--- src/rtl/popcount18_vec_enum_if.sv ---
// Output stream of the k-ones vector enumerator.
//   vec_valid : source has a vector on vec_data
//   vec_ready : sink accepts the vector when vec_valid & vec_ready
//   vec_data  : current N-bit vector
//   vec_last  : final vector of the current enumeration
// The master modport is the enumerator. The slave modport is the consumer.
interface popcount18_vec_enum_if #(
  parameter int N = 18
);
  logic         vec_valid;
  logic         vec_ready;
  logic [N-1:0] vec_data;
  logic         vec_last;

  modport master (output vec_valid, output vec_data, output vec_last, input vec_ready);
  modport slave  (input vec_valid, input vec_data, input vec_last, output vec_ready);
endinterface

--- src/rtl/popcount18_vec_enum.sv ---
// popcount18_vec_enum: given a target count k, this block streams every N-bit
// vector that has exactly k ones. The vectors come out in increasing numeric
// (colex) order, one per cycle while the consumer is ready.
// Ports:
//   clk, rst_n : clock and asynchronous active-low reset
//   start      : request enumeration of count_in (sampled only in IDLE)
//   count_in   : target number of ones k
//   abort      : stop the stream and return to IDLE
//   busy       : an enumeration is in progress
//   err        : 1-cycle pulse when start is seen with count_in > N
//   vec_total  : vectors handshaken since the last accepted start
//   done       : 1-cycle pulse after the final handshake or an abort
//   vec_if     : vector stream (master side)
module popcount18_vec_enum #(
  parameter int N  = 18,
  parameter int CW = 5,
  parameter int TW = 16
) (
  input  logic                  clk,
  input  logic                  rst_n,
  input  logic                  start,
  input  logic [CW-1:0]         count_in,
  input  logic                  abort,
  output logic                  busy,
  output logic                  err,
  output logic [TW-1:0]         vec_total,
  output logic                  done,
  popcount18_vec_enum_if.master vec_if
);

  typedef enum logic {IDLE, EMIT} state_t;

  state_t        state, state_nxt;
  logic [CW-1:0] k_q;
  logic [N-1:0]  vec_q;
  logic [N-1:0]  vec_nxt;
  logic [N-1:0]  first_pat;
  logic [N-1:0]  last_pat;
  logic          start_ok;
  logic          start_bad;
  logic          hs;
  logic          is_last;

  assign start_ok  = (state == IDLE) && start && (count_in <= CW'(N));
  assign start_bad = (state == IDLE) && start && (count_in >  CW'(N));
  assign hs        = vec_if.vec_valid && vec_if.vec_ready;

  // first_pat sets the low count_in bits. last_pat sets the top k_q bits.
  always_comb begin
    first_pat = '0;
    last_pat  = '0;
    for (int i = 0; i < N; i++) begin
      first_pat[i] = (i < int'(count_in));
      last_pat[i]  = (i >= N - int'(k_q));
    end
  end

  assign is_last = (vec_q == last_pat);

  // Gosper step, computed N+1 bits wide.
  // c is the lowest set bit of v. r = v + c carries the lowest block of ones
  // upward. The remaining ones of that block are right-justified again by
  // shifting (r ^ v) down by tz(c) + 2. Because c is one-hot, tz(c) is the
  // OR of the indices of its set bits, so no priority encoder or divider is
  // needed. For a non-last vector the carry never reaches bit N, so
  // truncating the result is exact.
  logic [N:0] v_w, c_w, r_w, sh_w;
  logic [4:0] tz;
  always_comb begin
    v_w = {1'b0, vec_q};
    c_w = v_w & (~v_w + (N+1)'(1));
    r_w = v_w + c_w;
    tz  = '0;
    for (int i = 0; i <= N; i++)
      if (c_w[i]) tz = tz | 5'(i);
    sh_w    = (r_w ^ v_w) >> (int'(tz) + 2);
    vec_nxt = N'(r_w | sh_w);
  end

  // State register.
  always_ff @(posedge clk or negedge rst_n) begin
    if (!rst_n) state <= IDLE;
    else        state <= state_nxt;
  end

  // Next-state logic. abort takes priority over a same-cycle handshake.
  always_comb begin
    state_nxt = state;
    case (state)
      IDLE: if (start_ok) state_nxt = EMIT;
      EMIT: if (abort || (hs && is_last)) state_nxt = IDLE;
      default: state_nxt = IDLE;
    endcase
  end

  // Output logic. The stream is valid for exactly the EMIT cycles.
  always_comb begin
    busy             = (state == EMIT);
    vec_if.vec_valid = (state == EMIT);
    vec_if.vec_last  = (state == EMIT) && is_last;
    vec_if.vec_data  = vec_q;
  end

  // Datapath registers: vector, count, and the err/done pulses.
  always_ff @(posedge clk or negedge rst_n) begin
    if (!rst_n) begin
      k_q       <= '0;
      vec_q     <= '0;
      vec_total <= '0;
      err       <= 1'b0;
      done      <= 1'b0;
    end else begin
      err  <= start_bad;
      done <= 1'b0;
      if (start_ok) begin
        k_q       <= count_in;
        vec_q     <= first_pat;
        vec_total <= '0;
      end else if (state == EMIT) begin
        if (abort) begin
          done <= 1'b1;
        end else if (hs) begin
          vec_total <= vec_total + TW'(1);
          if (is_last) done  <= 1'b1;
          else         vec_q <= vec_nxt;
        end
      end
    end
  end

endmodule

--- src/flat_wrapper.sv ---
// flat-port wrapper written by rule: the top's interface ports become plain ports
module popcount18_vec_enum_flat 
#(
  parameter int N  = 18,
  parameter int CW = 5,
  parameter int TW = 16
)
  (clk, rst_n, start, count_in, abort, busy, err, vec_total, done, vec_if_vec_valid, vec_if_vec_data, vec_if_vec_last, vec_if_vec_ready);
  popcount18_vec_enum_if #(.N(N)) vec_if_i ();
  input  logic clk;
  input  logic rst_n;
  input  logic start;
  input  logic [CW-1:0] count_in;
  input  logic abort;
  output logic busy;
  output logic err;
  output logic [TW-1:0] vec_total;
  output logic done;
  output wire logic [$bits(vec_if_i.vec_valid)-1:0] vec_if_vec_valid;
  output wire logic [$bits(vec_if_i.vec_data)-1:0] vec_if_vec_data;
  output wire logic [$bits(vec_if_i.vec_last)-1:0] vec_if_vec_last;
  input wire logic [$bits(vec_if_i.vec_ready)-1:0] vec_if_vec_ready;
  assign vec_if_vec_valid = vec_if_i.vec_valid;
  assign vec_if_vec_data = vec_if_i.vec_data;
  assign vec_if_vec_last = vec_if_i.vec_last;
  assign vec_if_i.vec_ready = vec_if_vec_ready;
  popcount18_vec_enum #(.N(N), .CW(CW), .TW(TW)) u_core (.clk(clk), .rst_n(rst_n), .start(start), .count_in(count_in), .abort(abort), .busy(busy), .err(err), .vec_total(vec_total), .done(done), .vec_if(vec_if_i));
endmodule
--- config.mk ---
export PLATFORM = sky130hd
export DESIGN_NAME = popcount18_vec_enum_flat
export DESIGN_NICKNAME = d
export VERILOG_FILES = /design/src/rtl/popcount18_vec_enum_if.sv /design/src/rtl/popcount18_vec_enum.sv /design/src/flat_wrapper.sv
export SDC_FILE = /design/constraint.sdc
export NUM_CORES = 1
export LEC_CHECK = 0
export CAP_MARGIN = 20
export CORE_UTILIZATION = 67
export CTS_CLUSTER_DIAMETER = 50
export DETAILED_ROUTE_END_ITERATION = 6
export DONT_BUFFER_PORTS = 1
export PLACE_DENSITY_LB_ADDON = 0.15
export SYNTH_ARGS = -nofsm -noshare
export SYNTH_HDL_FRONTEND = slang
export SYNTH_SLANG_ARGS = --single-unit
--- constraint.sdc ---
create_clock -name clk -period 5.95 [get_ports clk]
set_clock_uncertainty 0.15 [all_clocks]
set_input_delay 1.19 -clock clk [delete_from_list [all_inputs] [get_ports clk]]
set_output_delay 1.19 -clock clk [all_outputs]
set_load 0.01 [all_outputs]
==> run summary, run 1 <==
The final hold violation count came to 0. The fmax came out at 212 MHz. The total count of max-transition violations in the final report is 0.

The number of global-route vias before repair came out at 5084. After synthesis, the share of flip-flops with an asynchronous set or reset is 100%. The setup slack of the most critical reg-to-reg path came out at 1830 ps. The vertical die dimension is 88.0 um. The transition at the pin with the smallest max-transition slack is 1130 ps. Clock-pin slew was measured on the worst setup and hold paths at 90 ps. The combined area of the multi-input logic cells is 0.00354 mm2.

The repair_antennas step left the layout with diodes totalling 0. The weighted congestion at the end of routability-driven global placement is 1.02. In this run, synthesis inferred 0 flip-flops with an integrated enable. The count of nets left with antenna violations after detail routing came out at 0. The root buffer cell chosen for the clock tree is sky130_fd_sc_hd__clkbuf_8.

On the critical path, the stage with the largest delay is an instance of sky130_fd_sc_hd__ha_1. For this run, the number of Yosys warnings is 0. The number of antenna violations at the first check in global routing is 1. The count of endpoints failing setup in the final report came out at 0.

The maximum count of clock buffers along a single path is 2. The number of nets in the final layout is 641. The wire length of the first global-routing pass came out at 26.5 mm.

The net count after synthesis is 686. TritonCTS built the clock tree. Cell internal power was estimated by the tool at 885 uW. Clock tree synthesis found a total of 42 sinks.

Summed over all layers, the routed wires come to 17.1 mm. The via count normalized by instance count came out at 7.64. The number of rows in the core area came out at 30. Counting distinct cell types in the post-synthesis netlist gives 84.

The count of cells along the worst register-to-register path is 9. The first-iteration detailed-routing DRC count is 651. The critical path goes through ha_1 > or2_2 > nor2_1 > o221ai_1 > o21ai_0 > a2111o_1 > a2111oi_4 > and3_1.

The clock share of power came out at 15.0%. In the final routed layout, each cell accounts on average for 23.6 um. The filler cell count in the final layout came out at 607. The flip-flop and latch count after synthesis is 42.

The number of top-level pins is 49. The number of buffers added on ports is 0. For this run, design rule violations remaining after detail routing come to 0. The category of the critical setup timing path is flip-flop to output pin. The level count of the clock H-tree came out at 2.

The overflow left after global routing came out at 0. The run finished with clean final reports. Headroom to the max-slew limit came out at 25.0%.

At the later pin of the worst-skew pair, clock insertion delay measures 300 ps. Data arrives at the worst endpoint at 3370 ps. The number of placed instances, taps included, is 716. The combinational share of power is 53.6%. In this run the critical register-to-register path is captured at u_core.vec_if.vec_data[10]$_DFFE_PN0P_. The detailed placer's ending HPWL is 12.4 mm. The maximum vdd ir drop came out at 0.218 mV. Net switching is 52.1% of the power. The portion of total power attributed to sequential cells came out at 31.3%.

The global-route usage over all layers is 45.3%. In this run, post-CTS repair resized a total of 0 instances. A synthesized cell averages 7.37 um2.

Summed over all failing endpoints, the final setup total negative slack is 0 ps. Excluding fillers, the count of instances in the completed layout stands at 724. The count of mapped cells out of synthesis came out at 672. STA classifies the critical path startpoint as a flip-flop. Summing over every cut layer, the via total after detailed routing is 5529. The worst setup path is captured at an output pin. The initial core utilization came out at 70.9%. The CTS buffer count came out at 5. The number of post-CTS setup repair buffers came out at 0. The sequential element share of the synthesized area is 21.2%.

The analysis attributes to net switching a power of 962 uW. The post-placement setup slack came out at 1630 ps. The prevailing post-synth register cell is sky130_fd_sc_hd__dfrtp_1. The static leakage is 1.92 nW. The worst stage delay on the critical path came out at 690 ps. In this run the worst hold path is classified as input pin to asynchronous set/reset pin. In the post-route analysis, the smallest setup slack over all paths is 1240 ps. For the worst setup path, the data required time is 4610 ps. The area growth from synthesis to final layout is 0.530%. The total area inside the core boundary comes to 0.00698 mm2. The startpoint identified for the worst register-to-register timing path is u_core.vec_if.vec_data[10]$_DFFE_PN0P_.

On the final layout, the worst hold slack is 416 ps. The netlist area before placement came out at 0.00495 mm2. Setup repair after global routing left no endpoint under its margin.

The area taken by flip-flops and latches is 0.00105 mm2. Cells with a size suffix above 1 make up 7.80% of the layout. The number of maximum-capacitance violations is 0. The ratio of total power to cell area came out at 371 mW/mm2. The die outline area is 0.00774 mm2. The minimum clock period after layout is 4710 ps. The share of the clock period used by the worst path after layout is 79.2%. The chip width is 88.0 um. The number of optimization iterations in the first detailed-route pass is 5. The post-cts hold buffer count came out at 0.

The largest net degree at the start of global routing is 43. The largest fanout of any net on the critical path came out at 22.
power by group through the flow:
stage / Combinational, mW / Clock [mW] / Sequential (mW)
4_1_cts: 0.950 / 0.276 / 0.564
5_1_grt: 1.06 / 0.289 / 0.584
3_3_place_gp: 0.930 / 0 / 0.568
3_5_place_dp: 0.944 / 0 / 0.569
2_1_floorplan: 0.871 / 0 / 0.412
6_report: 0.991 / 0.277 / 0.579
layer usage:
metal  up-vias  track usage, %  wire [um]  part of all wire (%)
met5         -               0         13                 0.076
met4         2            26.1       1180                   6.9
met3       108            14.7       2120                    12
met2       462            69.7       7530                    44
met1      2525            55.8       6230                    36
li1       2432               -          -                     -
state kept, by name, summed over array words and instances (netlist names):
name                    cells
u_core.busy                 1
u_core.vec_if.vec_data     18
u_core.k_q                  5
u_core.done                 1
u_core.err                  1
u_core.vec_total           16
cell usage after synthesis, types with 9 or more instances:
cell                        n  area (um2)
sky130_fd_sc_hd__a21oi_1   52         260
sky130_fd_sc_hd__a31oi_1   13        81.3
sky130_fd_sc_hd__and2_1     9        56.3
sky130_fd_sc_hd__and3_1    14        87.6
sky130_fd_sc_hd__buf_2     16        80.1
sky130_fd_sc_hd__clkbuf_1  32         120
sky130_fd_sc_hd__dfrtp_1   42        1050
sky130_fd_sc_hd__inv_1     21        78.8
sky130_fd_sc_hd__mux2i_1   17         170
sky130_fd_sc_hd__nand2_1   67         251
sky130_fd_sc_hd__nand2b_1   9        56.3
sky130_fd_sc_hd__nand3_1   21         105
sky130_fd_sc_hd__nand4_1   12        75.1
sky130_fd_sc_hd__nor2_1    63         236
sky130_fd_sc_hd__nor2b_1    9        56.3
sky130_fd_sc_hd__nor3_1    20         100
sky130_fd_sc_hd__nor4_1    10        62.6
sky130_fd_sc_hd__o21ai_0   44         220
sky130_fd_sc_hd__xnor2_1   14         123
sky130_fd_sc_hd__xor2_1    10        87.6
worst max-delay path by stage:
stage	cells past startpoint	end	start	slack (ps)
after floorplan	9	vec_if_vec_last	u_core.k_q[1]$_DFFE_PN0P_	2320
after global placement	8	vec_if_vec_last	u_core.k_q[1]$_DFFE_PN0P_	1720
after detailed placement	8	vec_if_vec_last	u_core.k_q[1]$_DFFE_PN0P_	1630
after CTS	8	vec_if_vec_last	u_core.k_q[1]$_DFFE_PN0P_	1290
after global routing	8	vec_if_vec_last	u_core.k_q[1]$_DFFE_PN0P_	1010
final	8	vec_if_vec_last	u_core.k_q[1]$_DFFE_PN0P_	1240
through the flow:
stage	cell area, um2	utilization [%]	power [mW]
2_1_floorplan	4950	-	1.28
3_3_place_gp	4840	69.3	1.50
3_5_place_dp	4840	69.3	1.51
4_1_cts	4980	71.3	1.79
5_1_grt	4980	71.3	1.94
6_report	4980	71.3	1.85
area by class of cell:
| cell class | instances | area share (%) |
|---|---|---|
| timing repair buffer | 6 | 0.905 |
| multi-input combinational | 550 | 71.1 |
| sequential | 42 | 21.1 |
| clock buffer | 5 | 1.38 |
| tap | 96 | 2.41 |
| inverter | 22 | 1.66 |
| clock inverter | 3 | 1.38 |
worst max-delay path, delay by kind of cell, from the launching register on:
kind / cells / cell delay [ps]
adders and majority gates: 1 / 690
and+or+nand+nor: 3 / 600
AOI/OAI and AO/OA: 4 / 1240
DFF: 1 / 540
cells by family after synthesis:
group,share of synthesized area [%]
muxes,5.56
DFF,21.2
buffers and inverters,7.25
xor gates and xnor gates,4.24
adders and majority gates,1.01
and+or+nand+nor,27.6
AOI/OAI and AO/OA,33.1
cells in the final DEF (no fill, tap or decap), types with 6 or more instances in the layout:
| master | n |
|---|---|
| sky130_fd_sc_hd__inv_1 | 21 |
| sky130_fd_sc_hd__nand2b_1 | 9 |
| sky130_fd_sc_hd__a31oi_1 | 13 |
| sky130_fd_sc_hd__o22ai_1 | 7 |
| sky130_fd_sc_hd__nor3_1 | 20 |
| sky130_fd_sc_hd__mux2_2 | 8 |
| sky130_fd_sc_hd__dfrtp_1 | 42 |
| sky130_fd_sc_hd__and3_1 | 14 |
| sky130_fd_sc_hd__a21o_1 | 8 |
| sky130_fd_sc_hd__nand2_1 | 67 |
| sky130_fd_sc_hd__nor2b_1 | 9 |
| sky130_fd_sc_hd__mux2i_1 | 17 |
| sky130_fd_sc_hd__and2_1 | 9 |
| sky130_fd_sc_hd__o211ai_1 | 8 |
| sky130_fd_sc_hd__nand3_1 | 21 |
| sky130_fd_sc_hd__nand4_1 | 12 |
| sky130_fd_sc_hd__xnor2_1 | 14 |
| sky130_fd_sc_hd__xor2_1 | 10 |
| sky130_fd_sc_hd__o21ai_0 | 44 |
| sky130_fd_sc_hd__a21oi_1 | 52 |
| sky130_fd_sc_hd__nor4_1 | 10 |
| sky130_fd_sc_hd__buf_4 | 6 |
| sky130_fd_sc_hd__o31ai_1 | 6 |
| sky130_fd_sc_hd__nor2_1 | 63 |
| sky130_fd_sc_hd__a211oi_1 | 8 |
(Power assumes the default switching activity.)
==> inputs of run 2 (changes only) <==
CORE_UTILIZATION = 60   (was 67)
clock period = 4.2 ns   (was 5.95 ns; I/O delays follow)
==> run 2 against run 1 <==
Hold slack got worse by 340 ps. Die area is 11% higher. Sequential share of layout area is 0.69 points lower. Global-route usage shrank 4.8 points. Critical path type unchanged. Critical endpoint unchanged.
==> run summary, run 2 (synthesis gave the netlist of run 1 again) <==
The worst setup path is captured at an output pin. The flow ran to the end, and the final reports show no timing, DRC or antenna violations. Among all stages on the critical path, the largest delay is contributed by sky130_fd_sc_hd__dfrtp_1. The global routing stage identified its most utilized layer as met2. The antenna diode count is 0 (unchanged). The count of endpoints failing setup in the final report came out at 0 (unchanged). The data arrival at the endpoint of the critical path came out at 3080 ps (-290 ps). The static leakage came out at 2.03 nW (+5.6%). The leading cell type in the layout, fill and taps excluded is sky130_fd_sc_hd__nand2_1. The number of buffers added on ports was 0 (unchanged).

The met3 layer usage reported by global route came to 12.7% (-2.0 points). The area growth from synthesis to final layout came out at 4.04%. The initial core utilization is 63.1% (-7.8 points). TritonCTS built the clock tree. The global-route usage over all layers is 40.5% (-4.8 points). The post-cts hold buffer count came out at 0 (unchanged). The minimum clock period after layout is 4070 ps. The number of top-level pins is 49 (unchanged). The root buffer cell chosen for the clock tree is sky130_fd_sc_hd__clkbuf_8. The final sum of negative setup slack came to 0 ps (unchanged). The relative slew slack is 50.2% (+25 points).

Derived from the worst setup path, the maximum achievable clock frequency is 246 MHz. The wire length of the first global-routing pass was 27.3 mm (+3.0%). In this run the worst hold path is classified as input pin to asynchronous set/reset pin. The maximum count of clock buffers along a single path is 2 (unchanged). The overflow left after global routing is 0 (unchanged). The share of the clock period used by the worst path after layout came out at 96.8%. The weighted congestion at the end of routability-driven global placement came out at 1.06 (+4.1%). The total DRC errors in the routed layout came out at 0 (unchanged). The total clock sinks came out at 42 (unchanged).

The largest net degree at the start of global routing is 43 (unchanged). The sum of buffers and inverters on the critical path came out at 1 (+1). In the layout the commonest cells are sky130_fd_sc_hd__nand2_1, sky130_fd_sc_hd__nor2_1, sky130_fd_sc_hd__a21oi_1. Setup repair after global routing left no endpoint under its margin. The final hold violation count came out at 0 (unchanged). The vertical die dimension came out at 92.9 um (+5.5%). The ratio of total power to cell area is 503 mW/mm2 (+36%). The CTS buffer count came out at 5 (unchanged). The number of rows in the core area is 32 (+6.7%). The met1 track demand over resource in global routing came to 55.6% (-0.12 points). The standard cell core area is 0.00785 mm2 (+12%).

The met2 capacity usage during global routing came out at 59.6% (-10 points). The detailed placer's ending HPWL came out at 12.8 mm (+3.8%). The total placed cells including tap cells came out at 749 (+4.6%). The number of maximum-capacitance violations is 0 (unchanged). The number of optimization iterations in the first detailed-route pass came out at 5 (unchanged). The count of placed standard cells in the final layout, fillers left out came out at 757 (+4.6%). The type of origin of the critical path is a flip-flop. The clock-pin slew of the registers on the worst-case setup and hold paths is 90 ps (about the same). The die outline area was 0.00862 mm2 (+11%). The average detailed-routed wire length per instance is 22.7 um (-3.7%). The number of nets in the final layout is 668 (+4.2%). The number of global-route vias before repair is 5198 (+2.2%).

The total count of max-transition violations in the final report is 0 (unchanged). The family with the most delay on the worst path is simple AND/OR/NAND/NOR gates. The transition at the pin with the smallest max-transition slack is 739 ps (-386 ps).

The count of nets left with antenna violations after detail routing was 0 (unchanged). The worst stage delay on the critical path came to 550 ps (-140 ps). The maximum vdd ir drop is 0.328 mV (+50%). The chip width came out at 92.9 um (+5.5%). The layout cell share with drive strength beyond 1 is 11.9% (+4.1 points). The most numerous cell type found on the critical path is sky130_fd_sc_hd__and4_1. The critical path data required time is 3210 ps (-1400 ps). The total routed wirelength was 17.2 mm (+0.67%).

The largest fanout of any net on the critical path came out at 10 (-55%). The level count of the clock H-tree came to 2 (unchanged). The flip-flop count of the largest register after layout was 18 (unchanged). The first-iteration detailed-routing DRC count was 713 (+9.5%). The number of vias after detailed routing was 5578 (+0.89%). The signal on the critical path passes through inv_1 > ha_1 > a21oi_1 > nor2b_1 > or4_1 > a32oi_1 > and4_1 > and4_1 > and3_1.

The worst setup path is of the flip-flop to output pin kind. The via count normalized by instance count is 7.37 (-3.5%). The number of antenna violations at the first check in global routing came to 0 (-1).

The insertion delay to the later sink of the worst-skew pair was 300 ps (about the same).
-- run 2: stage by stage --
stage	power [mW]	instance area, um2	hold WS [ps]	worst slack, ps	utilization (%)
after floorplan	1.82	4950	384	921	-
after global placement	2.23	5050	398	474	64.4
after detailed placement	2.25	5050	398	351	64.4
after CTS	2.52	5140	67.3	5.44	65.5
after global routing	2.74	5150	54.7	19.7	65.7
final	2.59	5150	73.4	134	65.7
-- run 2: layout make-up --
class / instances / area (um2)
Fill cell: 729 / 2700
Clock inverter: 3 / 18.8
Timing Repair Buffer: 33 / 248
Tap cell: 102 / 128
Multi-Input combinational cell: 550 / 3550
Sequential cell: 42 / 1050
Inverter: 22 / 82.6
Clock buffer: 5 / 68.8
-- run 2: worst paths after layout --
| kind | to | cells after the start | slack (ps) | startpoint |
|---|---|---|---|---|
| max reg2reg | u_core.vec_if.vec_data[10]$_DFFE_PN0P_ | 9 | 500 | u_core.vec_if.vec_data[1]$_DFFE_PN0P_ |
| min reg2reg | u_core.vec_total[15]$_DFFE_PN0P_ | 2 | 460 | u_core.vec_total[15]$_DFFE_PN0P_ |
| max in group asynchronous | u_core.k_q[2]$_DFFE_PN0P_ | 0 | 3730 | rst_n |
| max | vec_if_vec_last | 9 | 130 | u_core.k_q[0]$_DFFE_PN0P_ |
| min in group clk | u_core.vec_total[15]$_DFFE_PN0P_ | 2 | 460 | u_core.vec_total[15]$_DFFE_PN0P_ |
| min | u_core.vec_if.vec_data[15]$_DFFE_PN0P_ | 0 | 70 | rst_n |
-- run 2: where the power goes --
part           total [mW]  switching (mW)  internal [mW]
clock network       0.264           0.147          0.117
registers           0.682           0.206          0.476
logic                1.65            1.02          0.622
-- run 2: routing by layer --
| metal | part of all wire (%) | wire [um] | vias to the layer above |
|---|---|---|---|
| met5 | 0 | 0 | - |
| met4 | 4.2 | 718 | 0 |
| met3 | 15 | 2580 | 72 |
| met2 | 42 | 7230 | 457 |
| met1 | 39 | 6670 | 2565 |
| li1 | - | - | 2484 |
-- run 2: timing repair --
action	in CTS	in global routing
resized for setup	0	3
buffers inserted	0	0
endpoints found under the setup margin	0	1
==> RTL change 1: new RTL, config.mk and constraints of run 2 <==
`N` is set to 18 in 3 places; all go to 9.
--- a/src/rtl/popcount18_vec_enum_if.sv
+++ b/src/rtl/popcount18_vec_enum_if.sv
@@ -5,7 +5,7 @@
 //   vec_last  : final vector of the current enumeration
 // The master modport is the enumerator. The slave modport is the consumer.
 interface popcount18_vec_enum_if #(
-  parameter int N = 18
+  parameter int N = 9
 );
   logic         vec_valid;
   logic         vec_ready;
--- a/src/rtl/popcount18_vec_enum.sv
+++ b/src/rtl/popcount18_vec_enum.sv
@@ -12,7 +12,7 @@
 //   done       : 1-cycle pulse after the final handshake or an abort
 //   vec_if     : vector stream (master side)
 module popcount18_vec_enum #(
-  parameter int N  = 18,
+  parameter int N  = 9,
   parameter int CW = 5,
   parameter int TW = 16
 ) (
--- a/src/flat_wrapper.sv
+++ b/src/flat_wrapper.sv
@@ -1,7 +1,7 @@
 // flat-port wrapper written by rule: the top's interface ports become plain ports
 module popcount18_vec_enum_flat 
 #(
-  parameter int N  = 18,
+  parameter int N  = 9,
   parameter int CW = 5,
   parameter int TW = 16
 )
Ports: changed (resized vec_if_vec_data); port bits go from 49 to 40. No check against the original RTL was run, so the function may have changed too.
==> RTL change 1 against run 2 <==
- global-route usage shrank 10 points
- area after synthesis decreased by 48%
- sequential cell count shrank 9
- utilization increased by 0.76 points
- total power is 46% lower
- count of clock-buffer cells in the layout increased by 2
- routed wire length fell by 62%
- worst setup slack better by 0.048 ns
- cell area shrank 48%
- largest power group unchanged
==> RTL change 1: results (changes against run 2) <==
Global routing
The met3 track utilization from global routing was 0.0845 (-0.0428). The wire length of the first global-routing pass is 10300 um (-62%). The number of global-route vias before repair came to 2309 (-56%). The pin count of the biggest net entering global routing came to 34 (-21%). The met2 track utilization from global routing is 0.509 (-0.0875).

Power
The net switching power is 0.603 mW (-56%). The clock-net power is 0.311 mW (+18%). The power drawn by the combinational cells is 0.578 mW (-65%).

The worst vdd rail ir drop is 0.264 mV (-19%). The overall power consumption is 1.40 mW (-46%). The static leakage power came to 1.10 nW (-46%).

Clock tree
The clock net sink count came to 33 (-21%). The clock edge transition at the registers on the reported setup and hold paths is 0.07 ns (-0.02 ns).

Layout
The number of clock buffer instances in the layout came to 7 (+2). The area taken by flip-flops and latches came to 826 um^2 (-22%). The ratio of cells with drive above 1 in the final layout came to 0.0892 (-0.0299). The count of plain and timing-repair buffers is 2 (-94%). The area of all placed cells without fillers is 2700 um^2 (-48%). The area growth from synthesis to layout is 4.26%.

The inverter count of the layout excluding clock inverters is 11 (-50%). The multi-input logic cell count came to 260 (-53%). The number of filler cells placed in the layout is 351 (-52%). The number of flip-flops under the largest register name is 16 (-2).

Logic synthesis
The xor/xnor share of the synthesized area came to 0.0474 (+0.00499). The share of synthesized cell area in full adder, half adder and majority cells was 0.0194 (+0.00925). Counting instances in the post-synthesis netlist gives the leading cell types as sky130_fd_sc_hd__nor2_1, sky130_fd_sc_hd__dfrtp_1, sky130_fd_sc_hd__nand2_1, sky130_fd_sc_hd__o21ai_0, sky130_fd_sc_hd__a21oi_1. The number of different library cells in the post-synthesis netlist was 68 (-19%).

The post-synthesis mux area share is 0.0261 (-0.0294). The fraction of the yosys area taken by sequential cells is 0.319 (+0.107). The fraction of the mapped netlist area in compound gates is 0.252 (-0.0798).

Sorting the synthesized cells by area gives the leading types as sky130_fd_sc_hd__dfrtp_1, sky130_fd_sc_hd__nor2_1, sky130_fd_sc_hd__nand2_1, sky130_fd_sc_hd__o21ai_0, sky130_fd_sc_hd__a21oi_1. The number of nets in the synthesized netlist is 336 (-51%).

Place
The weighted congestion reported at the end of routability-driven placement came to 1.02 (-4.1%).

Outcome
The flow ran to the end, and the final reports show no timing, DRC or antenna violations.

Timing
The worst-case setup margin in the final layout is 0.182 ns (+0.0482 ns). The shortest clock period the worst path allows after layout is 4.02 ns (-0.0482 ns).

Routing
The detailed-route vias per instance is 6.67 (-9.4%). The starting DRC count in detailed routing is 333 (-53%). The detailed route wirelength on metal2 is 3050 um (-58%). The met1 routed wirelength after detailed routing is 2740 um (-59%).

Setup path
The highest cell delay on the worst timing path came to 0.49 ns (-0.06 ns). The cell with the biggest individual delay on the critical path is sky130_fd_sc_hd__or4_4. The maximum net fanout on the critical path is 12 (+2). The worst register-to-register path begins at u_core.k_q[1].
## RTL change 1: cell types whose count changed after synthesis, moves of 15 or more
cell                       before  now
sky130_fd_sc_hd__clkbuf_1      32   12
sky130_fd_sc_hd__o21ai_0       44   23
sky130_fd_sc_hd__buf_2         16    1
sky130_fd_sc_hd__a21oi_1       52   22
sky130_fd_sc_hd__nand3_1       21    6
sky130_fd_sc_hd__nand2_1       67   32
sky130_fd_sc_hd__nor2_1        63   39
## RTL change 1: worst paths after layout
check                                            endpoint  cells past startpoint  slack (ns)
worst max-delay path                      vec_if_vec_last                      8        0.18
worst min-delay path                  u_core.vec_total[4]                      0        0.09
min in group clk                     u_core.vec_total[15]                      2        0.47
worst max register to register  u_core.vec_if.vec_data[5]                     11        0.61
worst min register to register       u_core.vec_total[15]                      2        0.47
max in group asynchronous             u_core.vec_total[9]                      0        3.73
==> RTL change 2: new RTL, config.mk and constraints of run 2 <==
Made on the original files. Reset style: synchronous (`rst_n`), changed in 2 clocked blocks. Comments in the files are not updated.
--- a/src/rtl/popcount18_vec_enum.sv
+++ b/src/rtl/popcount18_vec_enum.sv
@@ -78,7 +78,7 @@
   end
 
   // State register.
-  always_ff @(posedge clk or negedge rst_n) begin
+  always_ff @(posedge clk) begin
     if (!rst_n) state <= IDLE;
     else        state <= state_nxt;
   end
@@ -102,7 +102,7 @@
   end
 
   // Datapath registers: vector, count, and the err/done pulses.
-  always_ff @(posedge clk or negedge rst_n) begin
+  always_ff @(posedge clk) begin
     if (!rst_n) begin
       k_q       <= '0;
       vec_q     <= '0;
Check against the original RTL: differs if rst_n is asserted again (counterexample within 4 cycles, from zero or initial values and one cycle with rst_n low); with rst_n held inactive, the same outputs for 4 cycles.
==> RTL change 2 against run 2 <==
- the run now ends with design-rule violations left
- cell area is 3.0% higher
- total power decreased by 34%
- non-clock buffer count up 7
- register-to-register slack lost 0.20 ns
- area after synthesis is 1.8% higher
- worst setup slack improved by 0.067 ns
- sequential cell count did not move
- routed wire length rose by 8.5%
==> RTL change 2: results (changes against run 2) <==
Outcome
The flow ran to the end, but the final reports show violations. The checks that failed: design-rule violations.

Logic synthesis
The fraction of the yosys area taken by sequential cells is 0.167 (-0.0454). The fraction of registers with async set or reset after synthesis is 0 (-1.00). The count of synthesis-stage warnings from yosys was 0 (unchanged). The number of different library cells in the post-synthesis netlist is 87 (+3.6%). The most instantiated flip-flop cell in the synthesis netlist is sky130_fd_sc_hd__dfxtp_1. By area the synthesized netlist is led by sky130_fd_sc_hd__dfxtp_1, sky130_fd_sc_hd__nand2_1, sky130_fd_sc_hd__nor2_1, sky130_fd_sc_hd__a21oi_1, sky130_fd_sc_hd__o21ai_0.

By count the netlist is led by sky130_fd_sc_hd__nand2_1, sky130_fd_sc_hd__nor2_1, sky130_fd_sc_hd__a21oi_1, sky130_fd_sc_hd__dfxtp_1, sky130_fd_sc_hd__o21ai_0. The number of nets in the synthesized netlist was 747 (+8.9%).

Global routing
The combined global-route utilization of all metal layers is 0.423 (+0.0180). The met1 routing resource usage after global routing is 0.587 (+0.0301). The wire length of the first global-routing pass was 28800 um (+5.6%). The number of global-route vias before repair is 5478 (+5.4%). The pin count of the biggest net entering global routing was 27 (-37%). The met2 track utilization from global routing is 0.632 (+0.0355). The met3 track utilization from global routing is 0.0858 (-0.0415).

Setup path
The data arrival at the endpoint of the critical path is 3.01 ns (-0.07 ns). The maximum net fanout on the critical path is 8 (-2). The cell with the biggest individual delay on the critical path is sky130_fd_sc_hd__dfxtp_2.

The depth of the most critical reg-to-reg path is 12 (+3). The highest cell delay on the worst timing path was 0.43 ns (-0.12 ns).

Place
The pre-CTS setup slack is 0.182 ns (-0.169 ns). The weighted congestion reported at the end of routability-driven placement is 1.07 (+0.41%). The half-perimeter wire length after placement is 14100 um (+9.6%).

Timing
The relative max-transition margin was 0.266 (-0.236).

Routing
The starting DRC count in detailed routing is 1122 (+57%). The number of design rule violations left after detail routing is 6 (+6). The sum of met3 wire segment lengths after detailed routing came to 2560 um (-0.89%).

The detailed route wirelength on metal2 came to 7830 um (+8.3%). The overall via count from detail_route came to 6138 (+10%). The met1 routed wirelength after detailed routing came to 7400 um (+11%). The number of optimization iterations in the first detailed-route pass came to 7 (+2). The average wire per standard cell is 22.7 um (about the same).

Power
The static leakage power was 1.86 nW (-8.3%). The net switching power is 0.828 mW (-40%). The worst vdd rail ir drop is 0.341 mV (+3.9%).

Layout
The ratio of cells with drive above 1 in the final layout came to 0.123 (+0.00382). The number of flip-flops under the largest register name is 18 (unchanged). The number of nets in the finished design came to 730 (+9.3%).

Hold path
The class of the tightest hold or removal check is reg2reg.

Clock tree
The total number of H-tree levels is 2 (unchanged).
RTL change 2: cell types whose count changed in the layout (fill, tap and decap cells not counted), sizes merged, moves of 6 or more:
| cell | before | now |
|---|---|---|
| nor2 | 64 | 70 |
| nand2 | 67 | 79 |
| a21o | 8 | 2 |
| o211ai | 8 | 14 |
| dfrtp | 42 | 0 |
| o31ai | 6 | 12 |
| o21ai | 44 | 50 |
| nand3 | 26 | 20 |
| nor3 | 21 | 27 |
| buf | 33 | 40 |
| nor2b | 9 | 15 |
| dfxtp | 0 | 42 |
RTL change 2: worst paths after layout:
kind / start / end / slack [ns]
max: u_core.k_q[1] / vec_if_vec_last / 0.20
min: u_core.k_q[0] / u_core.k_q[0] / 0.36
max reg2reg: u_core.k_q[1] / u_core.vec_if.vec_data[13] / 0.30
min reg2reg: u_core.k_q[0] / u_core.k_q[0] / 0.36
RTL change 2: power groups by stage:
stage / logic (mW) / clock network (mW) / registers (mW)
6_report: 0.956 / 0.267 / 0.491
5_1_grt: 1.01 / 0.285 / 0.492
4_1_cts: 0.915 / 0.269 / 0.485
3_5_place_dp: 0.909 / 0 / 0.495
3_3_place_gp: 0.900 / 0 / 0.493
2_1_floorplan: 0.710 / 0 / 0.459
RTL change 2: worst max-delay path: cells and delay by family, from the launching register on:
kind | cells | cell delay, ns
buf+inv | 3 | 0.29
fa+ha+maj | 1 | 0.40
compound gates | 2 | 0.65
flops | 1 | 0.43
simple gates | 4 | 0.93
RTL change 2: cell families after synthesis:
| group | synth area share |
|---|---|
| simple gates | 0.315 |
| mux | 0.0516 |
| fa+ha+maj | 0.0124 |
| xor+xnor | 0.0417 |
| flops | 0.167 |
| compound gates | 0.344 |
| buf+inv | 0.0690 |
RTL change 2: repair_timing:
item	CTS	global route
pin swaps	0	3
endpoints found under the setup margin	1	11
cloned	0	0
resized for setup	1	7
RTL change 2: metrics by stage:
| step | utilization | cells | area, um^2 | total power, mW |
|---|---|---|---|---|
| 2_1_floorplan | - | 732 | 5040 | 1.17 |
| 3_3_place_gp | 0.634 | 813 | 5180 | 1.39 |
| 3_5_place_dp | 0.634 | 813 | 5180 | 1.40 |
| 4_1_cts | 0.646 | 821 | 5280 | 1.67 |
| 5_1_grt | 0.649 | 821 | 5310 | 1.79 |
| 6_report | 0.649 | 821 | 5310 | 1.72 |
RTL change 2: cell type report:
cell class | count | area (um^2)
clock buffer | 5 | 68.8
clock inverter | 3 | 23.8
inverter | 16 | 60.1
multi-input combinational | 610 | 3880
timing repair buffer | 40 | 300
tap | 105 | 131
fill | 742 | 2870
sequential | 42 | 845
